## src/rtl/shift_add_multiplier.sv

```systemverilog
// Multi-cycle shift-and-add multiplier: one conditional ripple-carry add and one right shift per clock.
// Signed operands are multiplied as magnitudes, and the product sign is restored in a single fix-up cycle.

module full_adder (
    input  logic a_i,
    input  logic b_i,
    input  logic cin_i,
    output logic sum_o,
    output logic cout_o
);
    assign sum_o  = a_i ^ b_i ^ cin_i;
    assign cout_o = (a_i & b_i) | (cin_i & (a_i ^ b_i));
endmodule

module shift_add_multiplier #(
    parameter int WIDTH = 32
) (
    input  logic             CLK,
    input  logic             RST,
    input  logic             START,
    input  logic             SIGNED_OP,
    input  logic [WIDTH-1:0] A,
    input  logic [WIDTH-1:0] B,
    output logic             BUSY,
    output logic             DONE,
    output logic [WIDTH-1:0] HI,
    output logic [WIDTH-1:0] LO
);
    localparam int                 CW       = $clog2(WIDTH + 1);
    localparam logic [CW-1:0]      LAST_CNT = CW'(WIDTH - 1);
    localparam logic [WIDTH-1:0]   ONE_W    = WIDTH'(1);
    localparam logic [2*WIDTH-1:0] ONE_P    = (2 * WIDTH)'(1);

    typedef enum logic [1:0] {
        S_IDLE,
        S_RUN,
        S_FIX,
        S_DONE
    } state_t;

    state_t             state_q;
    logic [2*WIDTH:0]   p_q;
    logic [WIDTH-1:0]   mcand_q;
    logic               neg_q;
    logic [CW-1:0]      count_q;
    logic               busy_q;
    logic               done_q;
    logic [WIDTH-1:0]   hi_q;
    logic [WIDTH-1:0]   lo_q;

    logic [WIDTH:0]     add_a;
    logic [WIDTH:0]     add_b;
    logic [WIDTH:0]     add_sum;
    logic [WIDTH+1:0]   carry;
    logic [2*WIDTH:0]   p_run_d;

    // The most negative value maps to 2^(W-1), which still fits unsigned in WIDTH bits.
    function automatic logic [WIDTH-1:0] magnitude(input logic [WIDTH-1:0] v, input logic sgn);
        return (sgn && v[WIDTH-1]) ? (~v + ONE_W) : v;
    endfunction

    assign add_a    = p_q[2*WIDTH:WIDTH];
    assign add_b    = {1'b0, mcand_q};
    assign carry[0] = 1'b0;

    genvar i;
    generate
        for (i = 0; i <= WIDTH; i++) begin : g_rca
            full_adder u_fa (
                .a_i   (add_a[i]),
                .b_i   (add_b[i]),
                .cin_i (carry[i]),
                .sum_o (add_sum[i]),
                .cout_o(carry[i+1])
            );
        end
    endgenerate

    // The adder carry-out becomes the new top bit after the shift.
    assign p_run_d = p_q[0] ? {carry[WIDTH+1], add_sum, p_q[WIDTH-1:1]}
                            : {1'b0, p_q[2*WIDTH:1]};

    always_ff @(posedge CLK or posedge RST) begin
        if (RST) begin
            state_q <= S_IDLE;
            p_q     <= '0;
            mcand_q <= '0;
            neg_q   <= 1'b0;
            count_q <= '0;
            busy_q  <= 1'b0;
            done_q  <= 1'b0;
            hi_q    <= '0;
            lo_q    <= '0;
        end else begin
            done_q <= 1'b0;
            case (state_q)
                S_IDLE: begin
                    if (START) begin
                        mcand_q <= magnitude(A, SIGNED_OP);
                        neg_q   <= SIGNED_OP & (A[WIDTH-1] ^ B[WIDTH-1]);
                        p_q     <= {{(WIDTH + 1){1'b0}}, magnitude(B, SIGNED_OP)};
                        count_q <= '0;
                        busy_q  <= 1'b1;
                        state_q <= S_RUN;
                    end
                end
                S_RUN: begin
                    p_q     <= p_run_d;
                    count_q <= count_q + CW'(1);
                    if (count_q == LAST_CNT) begin
                        state_q <= S_FIX;
                    end
                end
                S_FIX: begin
                    if (neg_q) begin
                        p_q[2*WIDTH-1:0] <= ~p_q[2*WIDTH-1:0] + ONE_P;
                    end
                    busy_q  <= 1'b0;
                    state_q <= S_DONE;
                end
                S_DONE: begin
                    hi_q    <= p_q[2*WIDTH-1:WIDTH];
                    lo_q    <= p_q[WIDTH-1:0];
                    done_q  <= 1'b1;
                    state_q <= S_IDLE;
                end
                default: state_q <= S_IDLE;
            endcase
        end
    end

    assign BUSY = busy_q;
    assign DONE = done_q;
    assign HI   = hi_q;
    assign LO   = lo_q;
endmodule

```

## config.mk

```make
export PLATFORM = sky130hd
export DESIGN_NAME = shift_add_multiplier
export DESIGN_NICKNAME = d
export VERILOG_FILES = /design/src/rtl/shift_add_multiplier.sv
export SDC_FILE = /design/constraint.sdc
export NUM_CORES = 1
export LEC_CHECK = 0
export ABC_AREA = 1
export BUFFER_PORTS_ARGS = -buffer_cell sky130_fd_sc_hd__buf_4
export CORE_MARGIN = 4
export CORE_UTILIZATION = 42
export DETAILED_ROUTE_END_ITERATION = 6
export PLACE_DENSITY_LB_ADDON = 0.05
export SLEW_MARGIN = 20
export SYNTH_ARGS = -nofsm -noshare
export SYNTH_HDL_FRONTEND = slang
export SYNTH_SLANG_ARGS = --single-unit
```

## constraint.sdc

```tcl
create_clock -name CLK -period 23.6 [get_ports CLK]
set_input_delay 1.18 -clock CLK [delete_from_list [all_inputs] [get_ports CLK]]
set_output_delay 1.18 -clock CLK [all_outputs]
set_load 0.03 [all_outputs]
```

# --- Word-level counts from Yosys, hierarchy flattened ---
# Index checks and enable logic that the tools add are counted.
op_classes:
  addsub: 4
  bitwise_logic: 164
  mux: 15
  eq_ne: 7
  reduce_logical: 11
ops:
  columns: ["operator", "count"]
  rows:
  - ["$pmux W64 S3", 1]
  - ["$mux W65", 2]
  - ["$and A1 B1 Y1", 65]
  - ["$xor A1 B1 Y1", 65]
  - ["$add A32 B1 Y32 const B", 2]
  - ["$add A64 B1 Y64 const B", 1]
  - ["$mux W32", 2]
  - ["$mux W64", 1]
  - ["$not A32 Y32", 2]
  - ["$not A64 Y64", 1]
  - ["$or A1 B1 Y1", 31]
  - ["$pmux W6 S2", 1]
  - ["$pmux W2 S4", 1]
  - ["$reduce_and A2 Y1", 4]
  - ["$add A6 B1 Y6 const B", 1]
  - ["$eq A6 B5 Y1 const B", 1]
  - ["$mux W6", 1]
  - ["$ne A2 B2 Y1 const B", 3]
  - ["$eq A2 B2 Y1 const B", 2]
  - ["$mux W2", 2]
  - ["$pmux W1 S2", 2]
  - ["$reduce_bool A2 Y1", 2]
  - ["$reduce_and A3 Y1", 1]
  - ["$reduce_bool A3 Y1", 1]
  - ["other kinds (4)", 6]
word_totals:
  out_inout_bits: 66
  ff_bits: 172

# --- Logic depth before layout (Yosys ltp) ---
logic_depth:
  ltp_word: 66
  mapped_depth: 43
  mapped_depth_nobuf: 43

# --- Hierarchy ---
# A second synthesis with hierarchy kept.
hier_totals:
  cells_unflattened: 1765
  area_unflattened_um2: 11945.2
by_module_without_submodules:
  columns: ["module", "n_inst", "seq_area_each_um2", "cells_per_inst", "area_each_um2"]
  rows:
  - ["shift_add_multiplier", 1, 4304.1, 1732, 11284.6]
  - ["full_adder", 33, 0.0, 1, 20.0]

# --- Least setup slack after synthesis ---
# No wires, ideal clock.
synth_timing:
  kind: "reg2reg"
  start: "register p_q[32]"
  end: "register p_q[63]"
  setup_slack_ns: 11.302
  t_required_ns: 23.484
  stages_incl_launch_ff: 44
  path_buffers: 0
  arrival_time_ns: 12.181
  cell_sequence: "dfrtp_1 -> ha_1 -> fa_1 -> fa_1 -> fa_1 -> fa_1 -> fa_1 -> fa_1 -> fa_1 -> fa_1 -> fa_1 -> fa_1 -> fa_1 -> fa_1 -> fa_1 -> fa_1 -> fa_1 -> fa_1 -> [8 not listed] -> fa_1 -> inv_1 -> fa_1 -> fa_1 -> fa_1 -> fa_1 -> fa_1 -> fa_1 -> fa_1 -> inv_1 -> fa_1 -> inv_1 -> fa_1 -> ha_1 -> o21ai_0 -> nand2_1 -> nand2_1 -> nand2_1"
synth_between:
  elab_chain_len: 66
synth_rtl:
  columns: ["element", "line", "source"]
  rows:
  - ["start, declared", "42", "logic [2*WIDTH:0] p_q;"]
  - ["start signal, assigned", "101", "p_q <= {{(WIDTH + 1){1'b0}}, magnitude(B, SIGNED_OP)};"]
  - ["start signal, assigned", "108", "p_q <= p_run_d;"]
  - ["start signal, assigned by index", "116", "p_q[2*WIDTH-1:0] <= ~p_q[2*WIDTH-1:0] + ONE_P;"]
  - ["$and A1 B1 Y1 (2 in series)", "12", "assign cout_o = (a_i & b_i) | (cin_i & (a_i ^ b_i));"]
  - ["$or A1 B1 Y1", "12", null]
  - ["$and A1 B1 Y1", "12", null]
  - ["$or A1 B1 Y1", "12", null]
  - ["$and A1 B1 Y1", "12", null]
  - ["$or A1 B1 Y1", "12", null]
  - ["$and A1 B1 Y1", "12", null]
  - ["$or A1 B1 Y1", "12", null]
  - ["[49 not listed]", null, null]
  - ["$or A1 B1 Y1", "12", null]
  - ["$and A1 B1 Y1", "12", null]
  - ["$or A1 B1 Y1", "12", null]
  - ["$and A1 B1 Y1", "12", null]
  - ["$or A1 B1 Y1", "12", null]
  - ["$xor A1 B1 Y1", "11", "assign sum_o = a_i ^ b_i ^ cin_i;"]
  - ["$mux W65", "80", "assign p_run_d = p_q[0] ? {carry[WIDTH+1], add_sum, p_q[WIDTH-1:1]}"]
  - ["$pmux W64 S3 (*)", "96", "case (state_q)"]
# Every way passes the cells marked *; elsewhere a longest branch is shown, timed or not. The select of a mux whose other input is x is not followed.
# A chain may end at the register's enable or synchronous reset.

# --- Final worst setup path ---
# Ends and elaborated chain as after synthesis.

==> impl_metrics.tcl <==
set metrics [dict create \
    synth_enable_flop_cells 0 \
    gr-total-overflow 0 \
    drt_iter0_drc 1262 \
    rows 61 \
    netlist_area_um2 12000 \
    synth_area_leaders "dfrtp_1 36%, nand2_1 15%, nor2_1 8.5%" \
    rsz0062_at_grt "no" \
    yosys-top-cells-count "487 x nand2_1, 273 x nor2_1, 178 x nand3_1, 172 x dfrtp_1, 161 x inv_1" \
    grt_pass1_wl_um 63950 \
    ant_nets 0 \
    n_antenna_cell 0 \
    io_pins 134 \
    worst_path_most_repeated_cell "fa_1" \
    worst_slew_pin_slew_ns 1.168 \
    synth_top_area_share_pct 35.87 \
    core_um2 28010 \
    synth-main-ff-cell "dfrtp_1" \
    start_util_pct 42.84 \
    fin_crit_sh_pct 55.11 \
    cts_buffer_depth 2 \
    netlist_instances 1778 \
    drt-wirelength-per-cell_um 18.18 \
    required_ns 23.93 \
    antenna_found_initial 0 \
    grt_usage_pct 26.26 \
    hold_viol_final 0 \
    routed-wl-met3_um 3765 \
    finalSetupTns_ns 0 \
    met2_length_um 15910 \
    die_h_um 177.0 \
    cts_sinks 172 \
    post-dp-hpwl_um 31410 \
    period_needed_ns 13.01 \
    clk_pin_slew_ns 0.08 \
    min_path_cells 2 \
    cts_resized 0 \
    fmaxAchievable_mhz 76.89 \
    top_layer_used "met4" \
    endpoint_kind "register" \
    reg2reg_depth 43 \
    fin_nets 1983 \
    yosysTopAreaCell "dfrtp_1" \
    skew_ns 0.01318 \
    synth.avg_cell_area_um2 6.749 \
    port_buffers 133 \
    worst_hold_slack_ns 0.4998 \
    wl_um 41170 \
    crit_path_start_kind "register" \
    async_flop_share_pct 100.0 \
    fillers 2897 \
    status "finished with violations" \
    cpPeakStageDelay_ns 0.45 \
    crit_path_max_fanout 5 \
    post_cts_buffers 0 \
    setup_violations 0 \
    drive_above_1_share_pct 10.86 \
    drc 1 \
    vdd_drop_max_mv 0.08079 \
    violations "DRC" \
    gp_congestion 0.9746 \
    die-width_um 177.0 \
    synth_cell_types 45 \
    powerDensity_nw_per_um2 140.8 \
    cap_violations 0 \
    clk_latency_ns 0.44 \
    synthToLayoutAreaGrowth_pct 15.29 \
    cp_slowest_cell "dfrtp_1" \
    grt_max_degree 71 \
    drt-pass1-iter-count 7 \
    placed_cells 2233 \
    viasPerCell 5.349 \
    ys_seq_area_share_pct 35.87 \
    yosys_register_bits 172 \
    synth_nets 1887 \
    total_leakage_power_nw 6.602 \
    numCtsBuffers 17 \
    path_class "register to register" \
    hold_class "register to register" \
    cts_root_buffer "clkbuf_16" \
    drv_slew 0 \
    synth_warnings 0 \
    dr_total_vias 12115 \
    critPathArrivalTime_ns 13.34 \
    cts_tree "built" \
    hold_buffers 0 \
    grt_pass1_vias 10998 \
    yosysMostFrequentCell "nand2_1" \
    htreeDepth 4 \
    slew_headroom_pct 21.95 \
    wl_met1_um 20920 \
    die_area_um2 31340 \
    final_cells 2265 \
    fin_util_pct 49.39 \
]
registers in the layout (all words and copies together), names as in the netlist:
register and flops:
count_q 6, state_q 2, mcand_q 32, HI 32, DONE 1, neg_q 1, p_q 65, BUSY 1
LO 32
worst paths after layout:
| path | from | to | slack, ns |
|---|---|---|---|
| worst max-delay path | p_q[32]$_DFFE_PP0P_ | p_q[63]$_DFFE_PP0P_ | 10.59 |
| worst min-delay path | mcand_q[30]$_DFFE_PP0P_ | mcand_q[30]$_DFFE_PP0P_ | 0.50 |
| worst max register to register | p_q[32]$_DFFE_PP0P_ | p_q[63]$_DFFE_PP0P_ | 10.59 |
| worst min register to register | mcand_q[30]$_DFFE_PP0P_ | mcand_q[30]$_DFFE_PP0P_ | 0.50 |
| max in group asynchronous | RST | p_q[20]$_DFFE_PP0P_ | 21.59 |
| min in group asynchronous | RST | HI[27]$_DFFE_PP0P_ | 0.75 |
cell usage in the layout (no fill, tap or decap), types with 6 or more instances in the layout:
master,n
xor2_1,23
inv_1,160
nand3_1,178
nor3_1,11
nand2_1,487
o21ai_0,118
o21ai_1,6
nor2_1,273
clkbuf_16,17
nand4_1,18
a21oi_1,160
o211ai_1,11
nor2_2,6
inv_6,7
dfrtp_1,172
buf_4,141
fa_1,31
ha_1,8
report_power, final:
part / switching (mW) / leakage (nW) / internal [mW]
clock: 0.140 / 0.277 / 0.141
sequential: 0.138 / 2.09 / 0.433
combinational: 0.758 / 4.23 / 0.339
layer usage:
layer,vias to the layer above,track usage [%]
li1,5962,-
met1,5630,43.45
met2,491,35.25
met3,32,5.020
met4,0,4.836
met5,-,0
metrics by stage:
stage,instance area (µm²),worst slack (ns),power [mW]
2_1_floorplan,12000,11.30,1.294
3_3_place_gp,13260,10.73,1.645
6_report,13830,10.59,1.948
3_5_place_dp,13260,10.65,1.656
5_1_grt,13830,10.14,2.104
4_1_cts,13830,10.61,1.942
final cells by class:
| class | count | area (µm²) | share of cell area, % |
|---|---|---|---|
| clock buffers | 17 | 425.4 | 3.075 |
| clock inverters | 15 | 147.6 | 1.067 |
| inverters | 166 | 628.1 | 4.541 |
| multi-input cells | 1376 | 6797 | 49.13 |
| flip-flops and latches | 172 | 4304 | 31.11 |
| well taps | 378 | 473.0 | 3.419 |
| repair buffers | 141 | 1059 | 7.652 |
cell families after synthesis:
| group | after synthesis | share of synthesized area (%) |
|---|---|---|
| AO/OA/AOI/OAI | 316 | 14.06 |
| XOR/XNOR | 26 | 1.898 |
| adder cells (fa/ha/maj) | 41 | 6.215 |
| buffers and inverters | 230 | 7.716 |
| flip-flops | 172 | 35.87 |
| multiplexers | 1 | 0.09384 |
| AND/OR/NAND/NOR | 992 | 34.15 |
critical path, delay by kind of cell (launching register included):
| kind | cells | cell delay (ns) |
|---|---|---|
| DFF | 1 | 0.45 |
| buffers and inverters | 6 | 0.38 |
| AOI/OAI and AO/OA | 1 | 0.16 |
| adders and majority gates | 33 | 11.71 |
| and+or+nand+nor | 3 | 0.20 |
(Power assumes the default switching activity.)
